File: config.mk
export PLATFORM = sky130hd
export DESIGN_NAME = stereo_frame_buffer
export DESIGN_NICKNAME = d
export VERILOG_FILES = /design/src/rtl/stereo_pkg.sv /design/src/rtl/frame_ram.sv /design/src/rtl/stereo_frame_buffer.sv
export SDC_FILE = /design/constraint.sdc
export NUM_CORES = 2
export LEC_CHECK = 0
export ABC_AREA = 1
export BUFFER_PORTS_ARGS = -buffer_cell sky130_fd_sc_hd__buf_2
export CAP_MARGIN = 20
export CORE_AREA = 10 10 588 590
export DETAILED_ROUTE_END_ITERATION = 8
export DIE_AREA = 0 0 598 600
export SKIP_CTS_REPAIR_TIMING = 1
export SYNTH_ARGS = -nofsm -noshare
export SYNTH_HDL_FRONTEND = slang
export SYNTH_HIERARCHICAL = 1
export SYNTH_SLANG_ARGS = --single-unit
File: constraint.sdc
create_clock -name clk -period 5.4 [get_ports clk]
set_clock_uncertainty 0.05 [all_clocks]
set_input_delay 1.08 -clock clk [delete_from_list [all_inputs] [get_ports clk]]
set_output_delay 1.08 -clock clk [all_outputs]
set_load 0.02 [all_outputs]
File: src/rtl/stereo_pkg.sv
// Shared definitions for the stereo frame buffer.
//   - state_t  : capture FSM encoding
//   - DEF_IMG_W / DEF_IMG_H : default frame geometry
//   - ADDR_W   : frame store address width for the default geometry
//   - PIX_W    : grey pixel width
package stereo_pkg;

   localparam int DEF_IMG_W = 20;
   localparam int DEF_IMG_H = 7;
   localparam int ADDR_W    = $clog2(DEF_IMG_W * DEF_IMG_H);
   localparam int PIX_W     = 8;

   typedef enum logic [2:0] {
      ST_WAIT_L = 3'd0,
      ST_CAP_L  = 3'd1,
      ST_WAIT_R = 3'd2,
      ST_CAP_R  = 3'd3,
      ST_READY  = 3'd4
   } state_t;

endpackage

File: src/rtl/frame_ram.sv
// Single frame store: synchronous write, asynchronous (combinational) read.
// A read of the address being written in the same cycle returns the old
// contents; the new value is visible after the write edge.
//   clk     : clock
//   we      : write enable
//   wr_addr : write address
//   wr_data : write data
//   rd_addr : read address
//   rd_data : read data, combinational from rd_addr
module frame_ram #(
   parameter int DEPTH = 140,
   parameter int AW    = 8,
   parameter int DW    = 8
) (
   input  logic          clk,
   input  logic          we,
   input  logic [AW-1:0] wr_addr,
   input  logic [DW-1:0] wr_data,
   input  logic [AW-1:0] rd_addr,
   output logic [DW-1:0] rd_data
);

   logic [DW-1:0] mem [DEPTH];

   // Contents are intentionally not reset.
   always_ff @(posedge clk) begin
      if (we) begin
         mem[wr_addr] <= wr_data;
      end
   end

   assign rd_data = mem[rd_addr];

endmodule

File: src/rtl/stereo_frame_buffer.sv
// Captures a left then a right frame from one tagged pixel stream into two
// frame stores, holds them until released, and serves combinational reads.
//   clk, reset           : clock, synchronous active-high reset
//   pix_data/valid/sof   : incoming pixel stream, sof marks pixel (0,0)
//   pix_cam              : pixel source, 0 = left, 1 = right
//   frame_release        : consumer is done with the held pair
//   buffer_href/vref     : read column/row
//   image_sel            : read frame, 0 = left, 1 = right
//   image_data           : selected pixel, 0 when address out of range
//   buffer_ready         : both frames captured and held
//   capture_busy         : a frame is being written
//   seq_error            : sticky camera sequence error
//   frames_done          : completed pair count, wraps
//
// state     | meaning
// ST_WAIT_L | waiting for left start of frame
// ST_CAP_L  | capturing left frame
// ST_WAIT_R | waiting for right start of frame
// ST_CAP_R  | capturing right frame
// ST_READY  | pair held for the consumer
module stereo_frame_buffer
   import stereo_pkg::*;
#(
   parameter int IMG_W = DEF_IMG_W,
   parameter int IMG_H = DEF_IMG_H
) (
   input  logic             clk,
   input  logic             reset,
   input  logic [PIX_W-1:0] pix_data,
   input  logic             pix_valid,
   input  logic             pix_sof,
   input  logic             pix_cam,
   input  logic             frame_release,
   input  logic [9:0]       buffer_href,
   input  logic [9:0]       buffer_vref,
   input  logic             image_sel,
   output logic [PIX_W-1:0] image_data,
   output logic             buffer_ready,
   output logic             capture_busy,
   output logic             seq_error,
   output logic [7:0]       frames_done
);

   localparam int DEPTH = IMG_W * IMG_H;
   localparam int AW    = $clog2(DEPTH);
   localparam int COL_W = $clog2(IMG_W);
   localparam int ROW_W = $clog2(IMG_H);

   state_t           state;
   logic [COL_W-1:0] col, col_nxt;
   logic [ROW_W-1:0] row, row_nxt;
   logic [AW-1:0]    wr_addr, rd_addr;
   logic             we_l, we_r;
   logic             restart, wrong_cam, frame_end;
   logic             in_range;
   logic [PIX_W-1:0] rd_l, rd_r;

   // Write decode: which store (if any) takes this pixel, and where.
   always_comb begin
      we_l      = 1'b0;
      we_r      = 1'b0;
      restart   = 1'b0;
      wrong_cam = 1'b0;
      case (state)
         ST_WAIT_L: if (pix_valid && pix_sof && !pix_cam) begin
            we_l    = 1'b1;
            restart = 1'b1;
         end
         ST_CAP_L: if (pix_valid) begin
            if (pix_cam) begin
               wrong_cam = 1'b1;
            end else begin
               we_l    = 1'b1;
               restart = pix_sof;
            end
         end
         ST_WAIT_R: if (pix_valid && pix_sof && pix_cam) begin
            we_r    = 1'b1;
            restart = 1'b1;
         end
         ST_CAP_R: if (pix_valid) begin
            if (!pix_cam) begin
               wrong_cam = 1'b1;
            end else begin
               we_r    = 1'b1;
               restart = pix_sof;
            end
         end
         default: ;
      endcase

      wr_addr = restart ? '0 : AW'(int'(row) * IMG_W + int'(col));

      // A start-of-frame pixel lands at (0,0), so the next one goes to column 1.
      frame_end = 1'b0;
      if (restart) begin
         col_nxt = COL_W'(1);
         row_nxt = '0;
      end else if (col == COL_W'(IMG_W - 1)) begin
         col_nxt = '0;
         if (row == ROW_W'(IMG_H - 1)) begin
            row_nxt   = '0;
            frame_end = 1'b1;
         end else begin
            row_nxt = row + ROW_W'(1);
         end
      end else begin
         col_nxt = col + COL_W'(1);
         row_nxt = row;
      end
   end

   always_ff @(posedge clk) begin
      if (reset) begin
         state        <= ST_WAIT_L;
         col          <= '0;
         row          <= '0;
         buffer_ready <= 1'b0;
         seq_error    <= 1'b0;
         frames_done  <= '0;
      end else begin
         if (we_l || we_r) begin
            col <= col_nxt;
            row <= row_nxt;
         end
         case (state)
            ST_WAIT_L: if (we_l) state <= ST_CAP_L;
            ST_CAP_L: begin
               if (wrong_cam) begin
                  seq_error <= 1'b1;
                  col       <= '0;
                  row       <= '0;
                  state     <= ST_WAIT_L;
               end else if (we_l && frame_end) begin
                  state <= ST_WAIT_R;
               end
            end
            ST_WAIT_R: if (we_r) state <= ST_CAP_R;
            ST_CAP_R: begin
               // Aborting a right frame also discards the left: the pair
               // must be captured together.
               if (wrong_cam) begin
                  seq_error <= 1'b1;
                  col       <= '0;
                  row       <= '0;
                  state     <= ST_WAIT_L;
               end else if (we_r && frame_end) begin
                  state        <= ST_READY;
                  buffer_ready <= 1'b1;
                  frames_done  <= frames_done + 8'd1;
               end
            end
            ST_READY: begin
               if (frame_release) begin
                  state        <= ST_WAIT_L;
                  buffer_ready <= 1'b0;
               end
            end
            default: state <= ST_WAIT_L;
         endcase
      end
   end

   assign capture_busy = (state == ST_CAP_L) || (state == ST_CAP_R);

   // Read path: range check, then a plain mux of the two store read ports.
   always_comb begin
      in_range = (buffer_href < 10'(IMG_W)) && (buffer_vref < 10'(IMG_H));
      rd_addr  = in_range ? AW'(int'(buffer_vref) * IMG_W + int'(buffer_href)) : '0;
      if (!in_range) begin
         image_data = '0;
      end else begin
         image_data = image_sel ? rd_r : rd_l;
      end
   end

   frame_ram #(.DEPTH(DEPTH), .AW(AW), .DW(PIX_W)) u_ram_l (
      .clk     (clk),
      .we      (we_l),
      .wr_addr (wr_addr),
      .wr_data (pix_data),
      .rd_addr (rd_addr),
      .rd_data (rd_l)
   );

   frame_ram #(.DEPTH(DEPTH), .AW(AW), .DW(PIX_W)) u_ram_r (
      .clk     (clk),
      .we      (we_r),
      .wr_addr (wr_addr),
      .wr_data (pix_data),
      .rd_addr (rd_addr),
      .rd_data (rd_r)
   );

endmodule

; After elaboration in Yosys (flattened, before gate mapping)
; Memory sizes are Yosys's and may differ from the RTL's.
; Cells that the tools add are included.
[word_totals]
ff_bits = 21
ram_bits = 2240
input_bits = 35
out_inout_bits = 19
word_cells = 95
n_memories = 2
[memory_table]
columns = memory, depth, width, read_ports, rd_clocked_by_memory_dff, write_ports, line_no
row1 = u_ram_l.mem, 140, 8, 1, 0, 1, frame_ram.sv:23  ; logic [DW-1:0] mem [DEPTH];
row2 = u_ram_r.mem, 140, 8, 1, 0, 1, frame_ram.sv:23
[classes]
addsub = 5
mul = 2
order_cmp = 2
eq_ne = 13
muxes = 48
bitwise_logic = 1
n_reduce_logical = 16
[op_table]
columns = operator, n
row1 = $mux 3, 13
row2 = $mux 8, 4
row3 = $mux 5, 5
row4 = $mux 1, 20
row5 = $pmux 3 s5, 1
row6 = $lt 10x3->1 const B, 1
row7 = $lt 10x5->1 const B, 1
row8 = $mul 10x3->6 const B, 1
row9 = $ne 2x2->1 const B, 5
row10 = $add 8x1->8 const B, 1
row11 = $add 8x5->8, 1
row12 = $add 8x8->8, 1
row13 = $pmux 1 s2, 4
row14 = $eq 3x2->1 const B, 2
row15 = $eq 3x3->1 const B, 2
row16 = $logic_and 1x1->1, 6
row17 = $mul 3x3->6 const B, 1
row18 = $ne 3x3->1 const B, 2
row19 = $add 5x1->5 const B, 1
row20 = $eq 5x5->1 const B, 1
row21 = $reduce_and 5->1, 1
row22 = $pmux 1 s4, 1
row23 = $reduce_and 4->1, 1
row24 = $add 3x1->3 const B, 1
row25 = 9 further kinds, 10

; Longest topological paths before layout
[logic_depth]
word_depth = 9
depth_mapped = 22
ltp_nobuf = 18

; Cells and area by module
; The synthesis kept the hierarchy.
[by_module_without_submodules]
columns = module, n_inst, cells_per_inst, area_each_um2, seq_area_each_um2
row1 = frame_ram, 2, 3838, 45557.4, 33632.3
row2 = stereo_frame_buffer, 1, 291, 1970.6, 420.4

; Worst setup path after synthesis
; No wires, ideal clock.
[synth_path]
path_type = input-to-output
startpoint = input port buffer_href[9]
endpoint = output port image_data[5]
arrival_ns = 3.795
required_time_ns = 4.270
path_slack_ns = 0.475
stages = 20
path_cell_list = or2_2 nor3_1 nand4_1 clkbuf_1 nor2_1 buf_4 buf_4 buf_4 nand2_1 nand3_1 nand3_1 nand3_1 nand3_1 nand2_1 nand2_1 nand3_1 nand3_1 nand2_1 nand2_1 a21oi_1
[synth_between]
elab_chain_len = 6
elab_cells_between_ends = 7
cone_classes = 1 x order compare / 3 x mux / 1 x reduce/logical / 2 x memory
[synth_lines]
columns = element, line_no
row1 = from (decl), stereo_frame_buffer.sv:34  ; input logic [9:0] buffer_href,
row2 = $lt 10x5->1, stereo_frame_buffer.sv:168  ; in_range = (buffer_href < 10'(IMG_W)) && (buffer_vref < 10'(IMG_H));
row3 = $logic_and 1x1->1, stereo_frame_buffer.sv:168
row4 = $mux 8, stereo_frame_buffer.sv:169  ; rd_addr = in_range ? AW'(int'(buffer_vref) * IMG_W + int'(buffer_href)) : '0;
row5 = net rd_addr[0], stereo_frame_buffer.sv:52  ; logic [AW-1:0] wr_addr, rd_addr;
row6 = $mem_v2 140x8, --
row7 = net rd_r[5], stereo_frame_buffer.sv:56  ; logic [PIX_W-1:0] rd_l, rd_r;
row8 = $mux 8, stereo_frame_buffer.sv:173  ; image_data = image_sel ? rd_r : rd_l;
row9 = $mux 8, stereo_frame_buffer.sv:170  ; if (!in_range) begin
row10 = to (decl), stereo_frame_buffer.sv:37  ; output logic [PIX_W-1:0] image_data,
; The timed path passes the listed nets, and every way through them passes these cells.

; Final worst setup path
[layout_path]
startpoint = input port buffer_href[9]
endpoint = output port image_data[7]
[layout_between]
elab_chain_len = 6
elab_cells_between_ends = 7
cone_classes = 1 x order compare / 3 x mux / 1 x reduce/logical / 2 x memory
[layout_lines]
columns = element, line_no
row1 = $lt 10x5->1, stereo_frame_buffer.sv:168
row2 = $logic_and 1x1->1, stereo_frame_buffer.sv:168
row3 = $mux 8, stereo_frame_buffer.sv:169
row4 = net rd_addr[0], stereo_frame_buffer.sv:52
row5 = $mem_v2 140x8, --
row6 = net rd_l[7], stereo_frame_buffer.sv:56
row7 = $mux 8, stereo_frame_buffer.sv:173
row8 = $mux 8, stereo_frame_buffer.sv:170
; The timed path passes the listed nets, and every way through them passes these cells.

==> summary.md <==
| Metric | Value |
|---|---|
| Status | `finished, violations left` |
| Violated checks | `setup timing` |
| Synth cell count leaders | `nand2_1 (2327), edfxtp_1 (2240), nand3_1 (2000)` |
| Largest net degree at the start of global routing | `112` |
| Register area share after synthesis | `72.7%` |
| Cell Int Power | `29000 µW` |
| Placer congestion estimate | `0.894` |
| # DRC | `0` |
| CP arrival | `4710 ps` |
| Peak Freq | `171 MHz` |
| Post-synth top area share | `72.3%` |
| Worst slew pin tran | `1020 ps` |
| Top FF cell, synth | `edfxtp_1` |
| Syn-to-layout area delta | `18.8%` |
| Number of global-route vias before repair | `61000` |
| GRT overflow | `0` |
| Initial antenna violation count | `3` |
| Hold Path Sink | `buffer_ready` |
| DR iter-0 viols | `7076` |
| Reg2reg setup slack | `1170 ps` |
| Htree depth | `4` |
| Yosys reg bits | `2261` |
| Drt pass-1 iters | `8` |
| Number of setup violations in the final report | `8` |
| Worst r2r src | `col[2]` |
| RSZ-0062 raised after global routing | `true` |
| Sink Count | `2261` |
| Worst-path clk slew | `60 ps` |
| I/O pins | `54` |
| Peak supply drop | `0.264 mV` |
| Initial Utilization | `27.9%` |
| Switching share of power | `19.7%` |
| Post-Syn Area | `93100 µm²` |
| Period utilization | `108%` |
| Core area | `333000 µm²` |
| Die width | `598 µm` |
| Met2 Resource Use GR | `23.4%` |
| Placement Rows | `212` |
| Synth unique cells | `48` |
| Clk buf depth | `4` |
| Worst setup SP type | `primary input` |
| Met1 usage | `18.0%` |
| Clk Tree Root Cell | `clkbuf_16` |
| Hold Startpoint | `frame_release` |
| Mapped Nets | `8022` |
| Syn_area_per_cell | `11.7 µm²` |
| Slew headroom | `32.0%` |
| Largest area contributor in the netlist | `edfxtp_1` |
| Nets@finish | `8364` |
| Routed WL per cell | `20.4 µm` |
| Vias | `63300` |
| Vias per cell | `4.91` |
| RR Endpoint | `u_ram_r/mem[127][3]` |
| Clock network power share | `44.8%` |
| GRT Max-Usage Layer | `met2` |
| Tmin final | `5840 ps` |
| Gate Count Post-Synth | `7967` |
| Min-Delay Path Class | `primary input to register` |
| Hold Path Depth | `2` |
| Worst setup EP type | `output port` |
| Util after Layout | `33.2%` |
| Share of cells above drive strength 1 | `12.5%` |
| EDFF count, synth | `2240` |
| Comb power frac | `1.8%` |
| Most common cell in the synthesized netlist | `nand2_1` |
| Worst Slack Setup Final | `-439 ps` |
| M3 GR Usage | `1.82%` |
| Ys Warns | `6` |
| Total power | `36100 µW` |
| Critical path class | `primary input to output port` |
| TNS Setup | `-3060 ps` |
| Max Cap Violations | `0` |
| First-pass GRT wire length | `386000 µm` |
| CP required | `4270 ps` |
| Pwr Density | `327 nW/µm²` |
| Area contributors post-synth | `edfxtp_1 (72%), nand3_1 (11%), nand2_1 (9.4%)` |
| Final Hold Vio Count | `0` |
| Aggregate global-route resource usage | `13.8%` |
| Routed WL | `263000 µm` |
| Leak pwr | `0.0383 µW` |
| Final Slew Violations | `0` |
| PortBufs | `53` |
| Die area | `359000 µm²` |
| TritonCTS Buffers | `223` |
| Worst-Skew Late Latency | `870 ps` |
| Sequential share of power | `53.4%` |
| CTS tree | `built` |
| DRT antenna net count | `0` |
| Fraction of registers with async set/reset | `0%` |
| HPWL after detailed placement | `163000 µm` |
| R2R cell count | `8` |
| Die Span Y | `600 µm` |
| Maximum fanout along the worst path | `23` |
| NetSw | `7130 µW` |
==> logic make-up (layout without fill, tap and decap cells) <==
group                      Yosys count  count (layout)  share of synthesized area, %
xor gates and xnor gates             9               9                        0.0847
DFF                               2261            2261                          72.7
buffers and inverters              628            1149                          3.26
adders and majority gates           20              20                         0.293
AOI/OAI and AO/OA                  214             214                          1.28
other                                0               1                             0
and+or+nand+nor                   4835            4835                          22.4
==> power groups by stage <==
stage                     clock (µW)  combinational (µW)  sequential, µW
final                          16200                 650           19300
after global placement             0                 636           19700
after global routing           17100                 704           19300
after CTS                      16400                 655           19300
after detailed placement           0                 655           19700
after floorplan                    0                 167           19700
==> metrics by stage <==
stage                     hold slack [ps]  std cells  setup WS [ps]  instance area (µm²)
after global placement                396      12400           -566               102000
after detailed placement              409      12400           -528               102000
after floorplan                       450       7967            475                93100
final                                 361      12900           -439               111000
after global routing                  339      12900           -554               111000
after CTS                             310      12800           -555               109000
==> per-layer routing <==
layer	wire, µm	vias up	part of all wire [%]
met5	0	-	0
met4	10600	0	4.0
met3	18800	509	7.2
met2	127000	2590	48
met1	107000	31300	41
li1	-	28900	-
==> state kept, by name, indices dropped and copies added (netlist names) <==
name / count
state: 3
col: 5
seq_error: 1
u_ram_r/mem: 1120
frames_done: 8
u_ram_l/mem: 1120
row: 3
buffer_ready: 1
==> layout make-up <==
type | instances | area (µm²)
diodes | 1 | 2.50
clock inverters | 143 | 1780
multi-input cells | 5078 | 22700
inverters | 120 | 497
fillers | 32500 | 223000
repair buffers | 625 | 6610
well taps | 4387 | 5490
clock buffers | 261 | 5790
flip-flops and latches | 2261 | 67700
==> worst max-delay path, cell delays in order <==
cell and delay, ps:
buf_2 100, or2_2 300, nor3_2 130, nand4_1 180
buf_12 190, nor2_4 150, buf_6 140, buf_12 150
buf_4 180, clkbuf_16 210, nand2_1 70, nand3_1 80
nand3_1 90, nand3_2 110, nand3_1 110, nand2_1 150
buf_12 120, nand2_1 40, nand3_1 130, nand3_1 130
nand2_1 100, nand2_2 170, a21oi_2 220, buf_4 140
buf_2 160
==> placed cells by master (no fill, tap or decap), types with 44 or more instances in the layout <==
cell / Yosys / final
buf_4: 89 / 412
buf_12: 0 / 111
o22ai_1: 48 / 48
clkbuf_16: 0 / 242
nor2_1: 469 / 465
edfxtp_1: 2240 / 2240
o21ai_0: 72 / 70
inv_1: 108 / 108
nand3_1: 2000 / 1966
nand2_1: 2327 / 2303
o21ai_1: 43 / 44
==> worst max path at each step <==
stage,startpoint,to,slack [ps],cells after the start
CTS,buffer_href[9],image_data[7],-560,24
floorplan,buffer_href[9],image_data[5],470,20
global route,buffer_href[9],image_data[3],-550,25
global placement,buffer_href[9],image_data[7],-570,24
finish,buffer_href[9],image_data[7],-440,25
detailed placement,buffer_href[9],image_data[7],-530,24
(Power assumes the default switching activity.)
